[src/rtl/mem_bus_arbiter_pkg.sv]
// Shared definitions for the F/M-stage memory bus arbiter.
//   arb_state_e : arbiter state encoding (IDLE=0, DM_ACC=1, IF_ACC=2, IF_DROP=3)
//   IF_BE       : byte enables driven for every instruction fetch
//   run_t       : width of the data-side fairness counter
package mem_bus_arbiter_pkg;

  typedef enum logic [1:0] {
    IDLE    = 2'd0,
    DM_ACC  = 2'd1,
    IF_ACC  = 2'd2,
    IF_DROP = 2'd3
  } arb_state_e;

  localparam logic [3:0] IF_BE = 4'hF;

  localparam int DM_RUN_W = 4;
  typedef logic [DM_RUN_W-1:0] run_t;

  // Saturating increment of the consecutive-DM-grant counter.
  function automatic run_t run_sat_inc(input run_t r, input run_t lim);
    return (r >= lim) ? lim : run_t'(r + 1'b1);
  endfunction

endpackage

[src/rtl/mem_bus_arbiter.sv]
// Single-port memory bus arbiter between instruction fetch (IF) and data
// memory (DM). One transaction in flight at a time; DM wins ties unless a
// waiting fetch has already been passed over MAX_DM_RUN times in a row.
// A redirect (if_flush) discards the pending or in-flight fetch; an
// in-flight bus cycle is still run to completion and its data dropped.
//
// Ports
//   Clk, Reset              clock, async active-low reset
//   if_req/if_addr/if_flush fetch request, address, redirect pulse
//   if_rdata/if_valid       fetched word and one-cycle completion pulse
//   if_busy                 fetch stall request (comb)
//   dm_req/we/be/addr/wdata data request, held until dm_done
//   dm_rdata/dm_done        load data (0 for stores) and completion pulse
//   dm_busy                 M-stage stall request (comb)
//   mem_req/we/be/addr/wdata bus request, fields registered at grant
//   mem_ready/mem_rdata     bus completion and read data
module mem_bus_arbiter
  import mem_bus_arbiter_pkg::*;
#(
  parameter int ADDR_W     = 32,
  parameter int MAX_DM_RUN = 4
) (
  input  logic              Clk,
  input  logic              Reset,
  input  logic              if_req,
  input  logic [ADDR_W-1:0] if_addr,
  input  logic              if_flush,
  output logic [31:0]       if_rdata,
  output logic              if_valid,
  output logic              if_busy,
  input  logic              dm_req,
  input  logic              dm_we,
  input  logic [3:0]        dm_be,
  input  logic [ADDR_W-1:0] dm_addr,
  input  logic [31:0]       dm_wdata,
  output logic [31:0]       dm_rdata,
  output logic              dm_done,
  output logic              dm_busy,
  output logic              mem_req,
  output logic              mem_we,
  output logic [3:0]        mem_be,
  output logic [ADDR_W-1:0] mem_addr,
  output logic [31:0]       mem_wdata,
  input  logic              mem_ready,
  input  logic [31:0]       mem_rdata
);

  localparam run_t RUN_MAX = run_t'(MAX_DM_RUN);

  arb_state_e        state_q, state_d;
  run_t              dm_run_q, dm_run_d;
  logic [ADDR_W-1:0] addr_q, addr_d;
  logic              we_q, we_d;
  logic [3:0]        be_q, be_d;
  logic [31:0]       wdata_q, wdata_d;
  logic [31:0]       if_rdata_q, if_rdata_d;
  logic              if_valid_q, if_valid_d;
  logic [31:0]       dm_rdata_q, dm_rdata_d;
  logic              dm_done_q, dm_done_d;

  logic dm_elig, if_elig, grant_dm, grant_if;

  // A requester whose completion pulse is high this cycle is still holding
  // the request for the transaction that just finished; don't re-grant it.
  assign dm_elig = dm_req & ~dm_done_q;
  assign if_elig = if_req & ~if_valid_q;

  // DM has priority unless the waiting fetch has hit its starvation bound.
  assign grant_dm = (state_q == IDLE) & dm_elig & ~(if_elig & (dm_run_q == RUN_MAX));
  assign grant_if = (state_q == IDLE) & ~grant_dm & if_elig & ~if_flush;

  always_comb begin
    state_d    = state_q;
    dm_run_d   = dm_run_q;
    addr_d     = addr_q;
    we_d       = we_q;
    be_d       = be_q;
    wdata_d    = wdata_q;
    if_rdata_d = if_rdata_q;
    if_valid_d = 1'b0;
    dm_rdata_d = dm_rdata_q;
    dm_done_d  = 1'b0;

    unique case (state_q)
      IDLE: begin
        if (grant_dm) begin
          state_d  = DM_ACC;
          addr_d   = dm_addr;
          we_d     = dm_we;
          be_d     = dm_be;
          wdata_d  = dm_wdata;
          // Only count DM wins that actually made a fetch wait.
          dm_run_d = if_elig ? run_sat_inc(dm_run_q, RUN_MAX) : '0;
        end else if (grant_if) begin
          state_d  = IF_ACC;
          addr_d   = if_addr;
          we_d     = 1'b0;
          be_d     = IF_BE;
          wdata_d  = '0;
          dm_run_d = '0;
        end
      end
      DM_ACC: begin
        if (mem_ready) begin
          state_d    = IDLE;
          dm_done_d  = 1'b1;
          dm_rdata_d = we_q ? 32'h0 : mem_rdata;
        end
      end
      IF_ACC: begin
        if (mem_ready) begin
          state_d = IDLE;
          // A redirect coinciding with completion makes the word stale.
          if (!if_flush) begin
            if_valid_d = 1'b1;
            if_rdata_d = mem_rdata;
          end
        end else if (if_flush) begin
          state_d = IF_DROP;
        end
      end
      IF_DROP: begin
        // Bus cycles cannot be aborted: hold the request, drop the data.
        if (mem_ready) state_d = IDLE;
      end
      default: state_d = IDLE;
    endcase
  end

  always_ff @(posedge Clk or negedge Reset) begin
    if (!Reset) begin
      state_q    <= IDLE;
      dm_run_q   <= '0;
      addr_q     <= '0;
      we_q       <= 1'b0;
      be_q       <= '0;
      wdata_q    <= '0;
      if_rdata_q <= '0;
      if_valid_q <= 1'b0;
      dm_rdata_q <= '0;
      dm_done_q  <= 1'b0;
    end else begin
      state_q    <= state_d;
      dm_run_q   <= dm_run_d;
      addr_q     <= addr_d;
      we_q       <= we_d;
      be_q       <= be_d;
      wdata_q    <= wdata_d;
      if_rdata_q <= if_rdata_d;
      if_valid_q <= if_valid_d;
      dm_rdata_q <= dm_rdata_d;
      dm_done_q  <= dm_done_d;
    end
  end

  assign mem_req   = (state_q != IDLE);
  assign mem_we    = we_q;
  assign mem_be    = be_q;
  assign mem_addr  = addr_q;
  assign mem_wdata = wdata_q;

  assign if_rdata  = if_rdata_q;
  assign if_valid  = if_valid_q;
  assign dm_rdata  = dm_rdata_q;
  assign dm_done   = dm_done_q;

  // Stall requests are combinational for the hazard unit; forced low while
  // in reset so every output is quiet during reset.
  assign if_busy = Reset & ((if_req & ~if_valid_q) | (state_q == IF_DROP));
  assign dm_busy = Reset & dm_req & ~dm_done_q;

endmodule

[config.mk]
export PLATFORM = sky130hd
export DESIGN_NAME = mem_bus_arbiter
export DESIGN_NICKNAME = d
export VERILOG_FILES = /design/src/rtl/mem_bus_arbiter_pkg.sv /design/src/rtl/mem_bus_arbiter.sv
export SDC_FILE = /design/constraint.sdc
export NUM_CORES = 1
export LEC_CHECK = 0
export CAP_MARGIN = 0
export CORE_UTILIZATION = 45
export DETAILED_ROUTE_END_ITERATION = 8
export PLACE_DENSITY = 0.85
export RECOVER_POWER = 50
export SYNTH_ARGS = -nofsm -noshare
export SYNTH_HDL_FRONTEND = slang
export SYNTH_SLANG_ARGS = --single-unit
[constraint.sdc]
create_clock -name Clk -period 5.2 [get_ports Clk]
set_input_delay 0.78 -clock Clk [delete_from_list [all_inputs] [get_ports Clk]]
set_output_delay 0.78 -clock Clk [all_outputs]
set_load 0.005 [all_outputs]
==> results of run 1 <==
[layout make-up]
cell class | count | share of cell area (%)
clock inverters | 12 | 1.57
multi-input cells | 365 | 22.0
inverters | 39 | 1.57
clock buffers | 20 | 4.68
flip-flops and latches | 141 | 37.8
repair buffers | 281 | 30.1
well taps | 172 | 2.30
[per-stage QoR]
stage | cells | area [um^2] | hold WS [ns] | power, W
final | 1030 | 9340 | 0.366 | 0.00520
after global routing | 1030 | 9340 | 0.431 | 0.00554
after CTS | 1030 | 9340 | 0.403 | 0.00535
after detailed placement | 998 | 8760 | 0.469 | 0.00413
after global placement | 998 | 8760 | 0.460 | 0.00401
after floorplan | 585 | 5930 | 0.473 | 0.00272
[synth_stat cells, types with 2 or more instances]
master	n
ha_1	2
buf_1	3
nor3_1	2
o21ai_0	68
inv_1	38
a31oi_1	32
buf_4	2
buf_6	5
nor2_1	41
nand3_1	37
clkbuf_1	26
dfrtp_1	141
nand2_1	100
buf_2	4
mux2_2	31
a21oi_1	5
nand2b_1	33
nor4b_4	2
[power by group through the flow]
stage | Combinational [W] | Clock (W) | Sequential [W]
global route | 0.00227 | 0.00126 | 0.00201
global placement | 0.00208 | 0 | 0.00193
detailed placement | 0.00216 | 0 | 0.00197
floorplan | 0.000783 | 0 | 0.00194
finish | 0.00207 | 0.00119 | 0.00195
CTS | 0.00218 | 0.00121 | 0.00196
[path summary, 6_finish.rpt]
kind	from	end	slack [ns]	cells after the start
setup reg to reg	state_q[1]	if_rdata[28]	2.35	4
max in group asynchronous	Reset	mem_be[1]	2.77	2
setup / recovery	if_flush	if_rdata[28]	2.10	4
min in group Clk	dm_rdata[13]	dm_rdata[13]	0.48	2
hold reg to reg	dm_rdata[13]	dm_rdata[13]	0.48	2
hold / removal	Reset	dm_rdata[17]	0.37	1
[kinds of logic (layout without fill, tap and decap cells)]
logic type,Yosys count,count (layout)
compound gates,110,110
mux,32,32
buf+inv,79,352
fa+ha+maj,2,2
flops,141,141
simple gates,221,221
[worst register-to-register path, delay by kind of cell (launching register included)]
| kind | cells | cell delay (ns) |
|---|---|---|
| AND/OR/NAND/NOR | 1 | 0.27 |
| multiplexers | 1 | 0.47 |
| flip-flops | 1 | 0.51 |
| buffers and inverters | 2 | 1.47 |
[per-layer routing]
layer,wire length (um),global-route usage [%]
met3,1600,10.3
met2,8830,43.5
met1,6220,27.2
met4,419,11.7
met5,18,0
[registers in the layout, summed over array words and instances, names as in the netlist]
name       count
mem_we         1
if_valid       1
dm_run_q       4
dm_done        1
state_q        2
mem_addr      32
mem_wdata     32
if_rdata      32
mem_be         4
dm_rdata      32
==> out/qor.txt, run 1 <==
Sw Share - 31.1%
Fin. Hold Viols - 0
Crit Path Class - in2reg
Starting Density - 46.6%
Arr. time, crit path - 3.40 ns
Worst Skew - 0.00604 ns
Fin. max-slew vios - 102
Fmax - 322 MHz
CTS-repair resized insts - 0
CTS sink cnt - 141
Max-slew headroom - -23.4%
Clock share of power - 22.9%
RSZ-0062 raised after global routing - no
Gr ovfl total - 0
Yosys warning total - 0
Worst-Skew Late Latency - 0.41 ns
Leakage - 4.17 nW
Critical path fanouts, max - 33
Number of synthesized flops with an enable pin - 0
Seq cells post-synth - 141
Mux cell area share after synthesis - 6.08%
Die Span X - 117 um
Simple-gate share of the synthesized area - 17.5%
Synth top area share - 59.5%
Via count - 5180
Largest family of logic cells by synthesized area - simple AND/OR/NAND/NOR gates
Commonest non-fill, non-tap cell in the layout - clkdlybuf4s50_1
Internal Power - 0.00359 W
Number of global-route vias before repair - 5185
Maximum VDD drop - 364 uV
Fin Setup TNS - 0 ns
Die height - 117 um
Final setup fails - 0
Die area - 0.0136 mm^2
Type of element capturing the critical path - register
Postcts setup bufs - 0
Post-synthesis adder-cell area fraction - 0.422%
Via density - 5.03
Buf/Inv on CP - 2
Worst Max-Slew Pin Slew - 1.85 ns
Worst path max stage delay - 1.35 ns
Share of total power in combinational logic - 39.7%
Drt total wl - 17.1 mm
IO Count - 277
Area leader, netlist - dfrtp_1
Area delta synth->final - 57.6%
Synth top area cells - dfrtp_1 (60%), nand2_1 (6.3%), mux2_2 (5.9%), o21ai_0 (5.7%), nand2b_1 (3.5%)
Global Route Usage Sum - 25.3%
Register area share after synthesis - 59.5%
Clk buf depth - 2
Part of the power in registers - 37.4%
Max cap viols - 2
Final ANT Viol Nets - 0
Ant. Diodes - 0
CTS Root Cell - clkbuf_16
Mean Syn Cell Area - 10.1 um^2
Slowest CP cell - clkbuf_1
# H-tree levels - 4
Most frequent cells in the layout - clkdlybuf4s50_1 (207), dfrtp_1 (141), nand2_1 (100)
Per-cell routed wire length - 16.6 um
Status - finished, violations left
Placement Rows - 41
First-pass DRT Iterations - 4
Fin crit share - 59.7%
CTS tree - done
RePlAce Congestion - 0.764
CORE AREA - 0.0127 mm^2
Post-DP HPWL - 12.2 mm
CP required - 5.49 ns
Global-route wire length before repair - 25.8 mm
Largest net degree at the start of global routing - 86
Synthesized net count - 726
Yosys cell types - 31
Setup WS pre-CTS - 1.92 ns
Critical path, cell by cell - clkdlybuf4s50_1, nor4b_4, clkbuf_1, mux2_2
Port-buffer cells - 276
Layout Utilization - 73.4%
Top delay family on crit path - buffers and inverters
Sequential Area - 0.00353 mm^2
Violated checks - max-capacitance violations, max-slew violations
Clock-pin transition on the worst setup and hold timing paths - 0.06 ns
Post-synthesis xor/xnor area fraction - 0%
Synth Flop Type - dfrtp_1
DRT iter0 DRCs - 314
Post-route DRC - 0
Synthesized cell area - 0.00593 mm^2
Layout cells sized above 1 - 8.62%
Fin crit period - 3.10 ns
Setup crit start kind - input pin
Final worst setup slack - 2.10 ns
Compound-gate portion of the synthesized area - 10.6%
Hold Path Class - in2async
Total Nets Final - 986
Layout filler cell count - 898
CTS hold repair buffers - 0
CTS buffer count - 17
Post-synthesis async set-or-reset flop share - 100%
Footprint of the multi-input gates - 0.00206 mm^2
Cell count after synthesis - 585
NetSw - 0.00162 W
Antenna violations before repair - 1
PD cells - 557 mW/mm^2
(Power assumes the default switching activity.)
==> run 2: changes to the inputs <==
--- a/config.mk
+++ b/config.mk
@@ -6,9 +6,9 @@
 export NUM_CORES = 1
 export LEC_CHECK = 0
 export CAP_MARGIN = 0
-export CORE_UTILIZATION = 45
+export CORE_UTILIZATION = 37
 export DETAILED_ROUTE_END_ITERATION = 8
-export PLACE_DENSITY = 0.85
+export PLACE_DENSITY = 0.74
 export RECOVER_POWER = 50
 export SYNTH_ARGS = -nofsm -noshare
 export SYNTH_HDL_FRONTEND = slang
==> constraint.sdc (replaced) <==
create_clock -name Clk -period 2.6 [get_ports Clk]
set_input_delay 0.39 -clock Clk [delete_from_list [all_inputs] [get_ports Clk]]
set_output_delay 0.39 -clock Clk [all_outputs]
set_load 0.005 [all_outputs]
==> run 2 against run 1 <==
Compared with the run above: the run still ends with max-capacitance violations, max-slew violations left; cell area is 1.7% higher; worst hold slack gained 0.11 ns; cell count up 4.6%; clock power is 120% higher; critical endpoint is now if_busy.
==> out/qor.txt, run 2 (synthesis gave the netlist of run 1 again) <==
Clock-pin transition on the worst setup and hold timing paths - 0.06 ns (about the same)
Final worst setup slack - 0.397 ns (-1.70 ns)
Reg2Reg Setup Slack - 0.62 ns (-1.73 ns)
Starting Density - 38.4% (-8.2 points)
CTS buffer count - 17 (unchanged)
Gr ovfl total - 0 (unchanged)
CTS Root Cell - clkbuf_16
Post-route DRC - 0 (unchanged)
Post-route design area - 0.00950 mm^2 (+1.7%)
Critical path origin - state_q[0]
Clk buf depth - 2 (unchanged)
FF-to-FF path depth - 4 (unchanged)
Number of global-route vias before repair - 5189 (+0.077%)
CP required - 2.21 ns (-3.28 ns)
Slowest CP cell - dfrtp_1
Layout filler cell count - 1345 (+50%)
Most frequent cells in the layout - clkdlybuf4s50_1 (241), dfrtp_1 (141), nand2_1 (100)
Worst-Skew Late Latency - 0.41 ns (about the same)
Fmax - 454 MHz
Total Nets Final - 994 (+0.81%)
Largest net degree at the start of global routing - 81 (-5.8%)
Antenna violations before repair - 2 (+1)
Placement Rows - 45 (+9.8%)
Type of element capturing the critical path - output port
Status - finished, violations left
Final setup fails - 0 (unchanged)
CTS sink cnt - 141 (unchanged)
Per-cell routed wire length - 16.1 um (-3.2%)
CTS-repair resized insts - 0 (unchanged)
Via count - 5109 (-1.4%)
Commonest non-fill, non-tap cell in the layout - clkdlybuf4s50_1
Hold Path Class - reg2reg
Worst Max-Slew Pin Slew - 1.79 ns (-0.0596 ns)
Global-route wire length before repair - 27.3 mm (+6.0%)
Final ANT Viol Nets - 0 (unchanged)
Fin crit share - 84.7%
Hold_sp - dm_rdata[13]
WHS Endpoint - dm_rdata[13]
First-pass DRT Iterations - 4 (unchanged)
Leakage - 4.20 nW (+0.65%)
Postcts setup bufs - 0 (unchanged)
Ant. Diodes - 0 (unchanged)
Layout cells sized above 1 - 9.24% (+0.61 points)
Maximum VDD drop - 680 uV (+87%)
Area delta synth->final - 60.3%
Global Route Usage Sum - 21.7% (-3.6 points)
Setup crit start kind - register
Worst Skew - 0.00838 ns (+0.00234 ns)
Via density - 4.74 (-5.7%)
R2R Path Start - state_q[1]
Die Span X - 129 um (+10%)
PD cells - 1120 mW/mm^2 (+100%)
Worst path max stage delay - 0.59 ns (-0.76 ns)
Arr. time, crit path - 1.81 ns (-1.59 ns)
Max cap viols - 1 (-1)
RePlAce Congestion - 0.752 (-1.6%)
DRT iter0 DRCs - 229 (-27%)
Worst R2R End - dm_rdata[20]
CTS tree - done
Die height - 129 um (+10%)
Port-buffer cells - 276 (unchanged)
Max-slew headroom - -19.5% (+4.0 points)
Drt total wl - 17.3 mm (+1.2%)
CORE AREA - 0.0154 mm^2 (+21%)
Placed cell area - 0.00891 mm^2 (+1.7%)
# H-tree levels - 4 (unchanged)
IO Count - 277 (unchanged)
Post-DP HPWL - 11.9 mm (-2.3%)
Crit Path Class - reg2out
Fin. Hold Viols - 0 (unchanged)
Critical path, cell by cell - nand2_1, a21boi_0, clkdlybuf4s50_1
Setup WS pre-CTS - 0.301 ns (-1.62 ns)
Hold depth - 2
Critical path fanouts, max - 8 (-76%)
CTS hold repair buffers - 0 (unchanged)
Violated checks - max-capacitance violations, max-slew violations
Die area - 0.0165 mm^2 (+21%)
Fin Setup TNS - 0 ns (unchanged)
RSZ-0062 raised after global routing - no
Fin crit period - 2.20 ns
Fin. max-slew vios - 34 (-67%)
run 2: cell count changes in the layout (fill, tap and decap cells not counted), sizes merged:
cell / change
clkinv: -1
bufinv: +1
inv: +3
clkbuf: +2
buf: +4
clkinvlp: -1
dlygate4sd3: -34
clkdlybuf4s50: +34
run 2: routing by layer:
metal  share of wire, %  track usage (%)
met4                1.7             6.85
met5               0.14                0
met1                 38             24.4
met3                 11             10.5
met2                 48             36.1
run 2: area by class of cell:
cell class                 instances  area (um^2)  area share, %
clock buffer                      18          429           4.52
tap                              211          264           2.78
clock inverter                    14          190           2.00
multi-input combinational        365         2050           21.6
sequential                       141         3530           37.1
inverter                          39          146           1.54
timing repair buffer             289         2890           30.4
run 2: how the worst max path moves through the flow:
stage	end	slack (ns)	depth (start not counted)
finish	if_busy	0.40	3
global route	if_busy	0.23	3
detailed placement	mem_wdata[27]	0.30	6
CTS	if_busy	0.35	3
global placement	mem_addr[13]	0.34	6
floorplan	dm_run_q[2]	0.91	6
run 2: stage by stage:
step / utilization (%) / power [W] / hold slack [ns] / std cells
CTS: 61.8 / 0.0109 / 0.0267 / 1077
detailed placement: 57.7 / 0.00826 / 0.469 / 1045
floorplan: - / 0.00545 / 0.0944 / 585
global route: 61.6 / 0.0114 / 0.505 / 1077
finish: 61.6 / 0.0106 / 0.476 / 1077
global placement: 57.7 / 0.00815 / 0.460 / 1045
run 2: critical path: cells and delay by family (launching register included):
family	cells	cell delay [ns]
AOI/OAI and AO/OA	1	0.18
DFF	1	0.59
buffers and inverters	1	0.55
and+or+nand+nor	1	0.09
run 2: power by group:
group          total (W)  internal, W  switching [W]
logic            0.00426      0.00257        0.00170
registers        0.00381      0.00324       0.000572
clock network    0.00257      0.00161       0.000960
==> run 3: changes to the inputs <==
--- a/config.mk
+++ b/config.mk
@@ -6,9 +6,9 @@
 export NUM_CORES = 1
 export LEC_CHECK = 0
 export CAP_MARGIN = 0
-export CORE_UTILIZATION = 37
+export CORE_UTILIZATION = 41
 export DETAILED_ROUTE_END_ITERATION = 8
-export PLACE_DENSITY = 0.74
+export PLACE_DENSITY = 0.78
 export RECOVER_POWER = 50
 export SYNTH_ARGS = -nofsm -noshare
 export SYNTH_HDL_FRONTEND = slang
==> constraint.sdc (replaced) <==
create_clock -name Clk -period 2.1 [get_ports Clk]
set_input_delay 0.315 -clock Clk [delete_from_list [all_inputs] [get_ports Clk]]
set_output_delay 0.315 -clock Clk [all_outputs]
set_load 0.005 [all_outputs]
==> run 3 against run 2 <==
Compared with the run above: the run now ends clean; critical path type is now in2out; clock skew fell by 0.0037 ns; power increased by 24%; die area is 9.6% lower; core utilization up 6.8 points.
==> out/qor.txt, run 3 (synthesis gave the netlist of run 1 again) <==
DR top layer - met4
First-pass DRT Iterations - 5 (+1)
CP required - 1.78 ns (-0.43 ns)
Maximum VDD drop - 903 uV (+33%)
Max-slew headroom - 20.0% (+39 points)
Commonest non-fill, non-tap cell in the layout - clkdlybuf4s50_1
Clock-pin transition on the worst setup and hold timing paths - 0.06 ns (about the same)
Most frequent cells in the layout - clkdlybuf4s50_1 (239), dfrtp_1 (140), nand2_1 (100)
CTS buffer count - 17 (unchanged)
CTS sink cnt - 141 (unchanged)
Hold Path Class - in2async
Fin. max-slew vios - 0 (-100%)
Fin crit share - 96.2%
Final worst setup slack - 0.0800 ns (-0.317 ns)
Fin. Hold Viols - 0 (unchanged)
Critical path, cell by cell - dlygate4sd3_1, buf_6, and3b_1, clkdlybuf4s50_1
Worst Max-Slew Pin Slew - 1.20 ns (-0.592 ns)
CORE AREA - 0.0140 mm^2 (-9.3%)
Placed insts - 1017 (-2.7%)
Fmax - 495 MHz
Worst-Skew Late Latency - 0.40 ns (about the same)
Die Span X - 122 um (-4.9%)
Die height - 122 um (-4.9%)
Total Nets Final - 1005 (+1.1%)
Layout cells sized above 1 - 10.5% (+1.3 points)
Max cap viols - 0 (-1)
# H-tree levels - 4 (unchanged)
Slowest CP cell - dlygate4sd3_1
RePlAce Congestion - 0.808 (+7.5%)
Worst path max stage delay - 0.58 ns (about the same)
Drt total wl - 16.9 mm (-2.2%)
Clk buf depth - 2 (unchanged)
Layout filler cell count - 1022 (-24%)
Setup crit start kind - input pin
Met2 routed WL - 8.38 mm (+0.24%)
Largest net degree at the start of global routing - 133 (+64%)
Ant. Diodes - 0 (unchanged)
Arr. time, crit path - 1.70 ns (-0.11 ns)
Per-cell routed wire length - 16.0 um (-0.28%)
Crit Path Class - in2out
Met3 WL post-DR - 1.83 mm (-8.1%)
Antenna violations before repair - 0 (-2)
Starting Density - 42.4% (+4.0 points)
Footprint of the multi-input gates - 0.00206 mm^2 (+0.37%)
Port-buffer cells - 276 (unchanged)
Critical path fanouts, max - 5 (-3)
Leakage - 4.26 nW (+1.3%)
Final setup fails - 0 (unchanged)
Hold slack - 0.402 ns (-0.0743 ns)
Gr ovfl total - 0 (unchanged)
IO Count - 277 (unchanged)
Post-DP HPWL - 11.9 mm (+0.28%)
Via density - 4.94 (+4.2%)
Via count - 5219 (+2.2%)
Global Route Usage Sum - 22.8% (+1.2 points)
Status - completed
Layout Utilization - 68.3% (+6.8 points)
Final ANT Viol Nets - 0 (unchanged)
Global-route wire length before repair - 26.0 mm (-4.9%)
Fin crit period - 2.02 ns
Die area - 0.0149 mm^2 (-9.6%)
Placement Rows - 43 (-4.4%)
PD cells - 1380 mW/mm^2 (+23%)
Worst Skew - 0.00468 ns (-0.00370 ns)
Number of global-route vias before repair - 5356 (+3.2%)
Post-route DRC - 0 (unchanged)
Setup WS pre-CTS - -0.0138 ns (-0.315 ns)
Finished Layout Cells - 1056 (-1.9%)
M1 WL - 6.28 mm (-5.3%)
CTS Root Cell - clkbuf_16
Sequential Area - 0.00353 mm^2 (about the same)
Area delta synth->final - 61.3%
Type of element capturing the critical path - output port
RSZ-0062 raised after global routing - no
CTS tree - done
DRT iter0 DRCs - 239 (+4.4%)
[run 3: cell types whose count changed in the layout (fill, tap and decap cells not counted), moves of 2 or more]
cell | before | now
buf_4 | 4 | 11
inv_6 | 3 | 0
buf_6 | 0 | 2
clkbuf_2 | 3 | 1
clkbuf_4 | 0 | 2
clkbuf_8 | 0 | 2
clkdlybuf4s50_1 | 241 | 239
dlygate4sd3_1 | 34 | 36
[run 3: through the flow]
step	total power, W	TNS [ns]	area, um^2
after CTS	0.0134	0	9530
final	0.0132	0	9560
after global placement	0.0101	0	8920
after detailed placement	0.0103	-0.0869	8920
after global routing	0.0140	0	9560
after floorplan	0.00674	0	5930
[run 3: final cells by class]
type,count,area share [%]
Clock buffer,20,4.78
Clock inverter,11,1.49
Inverter,39,1.53
Multi-Input combinational cell,365,21.5
Sequential cell,141,36.9
Tap cell,180,2.36
Timing Repair Buffer,300,31.4
[run 3: final timing paths]
| path | start | to | slack, ns | cells after the start |
|---|---|---|---|---|
| worst max-delay path | Reset | dm_busy | 0.08 | 4 |
| worst min-delay path | Reset | if_valid | 0.40 | 3 |
| worst max register to register | state_q[1] | mem_addr[6] | 0.19 | 4 |
| max in group asynchronous | Reset | mem_addr[18] | 0.33 | 4 |
| worst min register to register | dm_rdata[20] | dm_rdata[20] | 0.48 | 2 |
| min in group Clk | dm_wdata[13] | mem_wdata[13] | 0.46 | 3 |
[run 3: per-layer routing]
layer	global-route usage (%)	vias to the layer above
met5	0	-
met4	9.83	0
met3	9.94	30
met2	38.9	204
met1	24.5	2494
li1	-	2491
[run 3: where the power goes]
group / switching [W] / internal [W] / leakage, nW
Sequential: 0.000731 / 0.00401 / 1.73
Clock: 0.00110 / 0.00192 / 0.292
Combinational: 0.00216 / 0.00324 / 2.23
[run 3: timing repair]
action / 4_1_cts / 5_1_grt
resized for setup: 3 / 1
hold endpoints to repair: 9 / 0
setup buffers: 0 / 7
endpoints found under the setup margin: 2 / 2
hold buffers: 1 / 0
[run 3: critical path: cells and delay by family]
kind                   cells  cell delay, ns
AND/OR/NAND/NOR            1            0.15
buffers and inverters      3            1.24
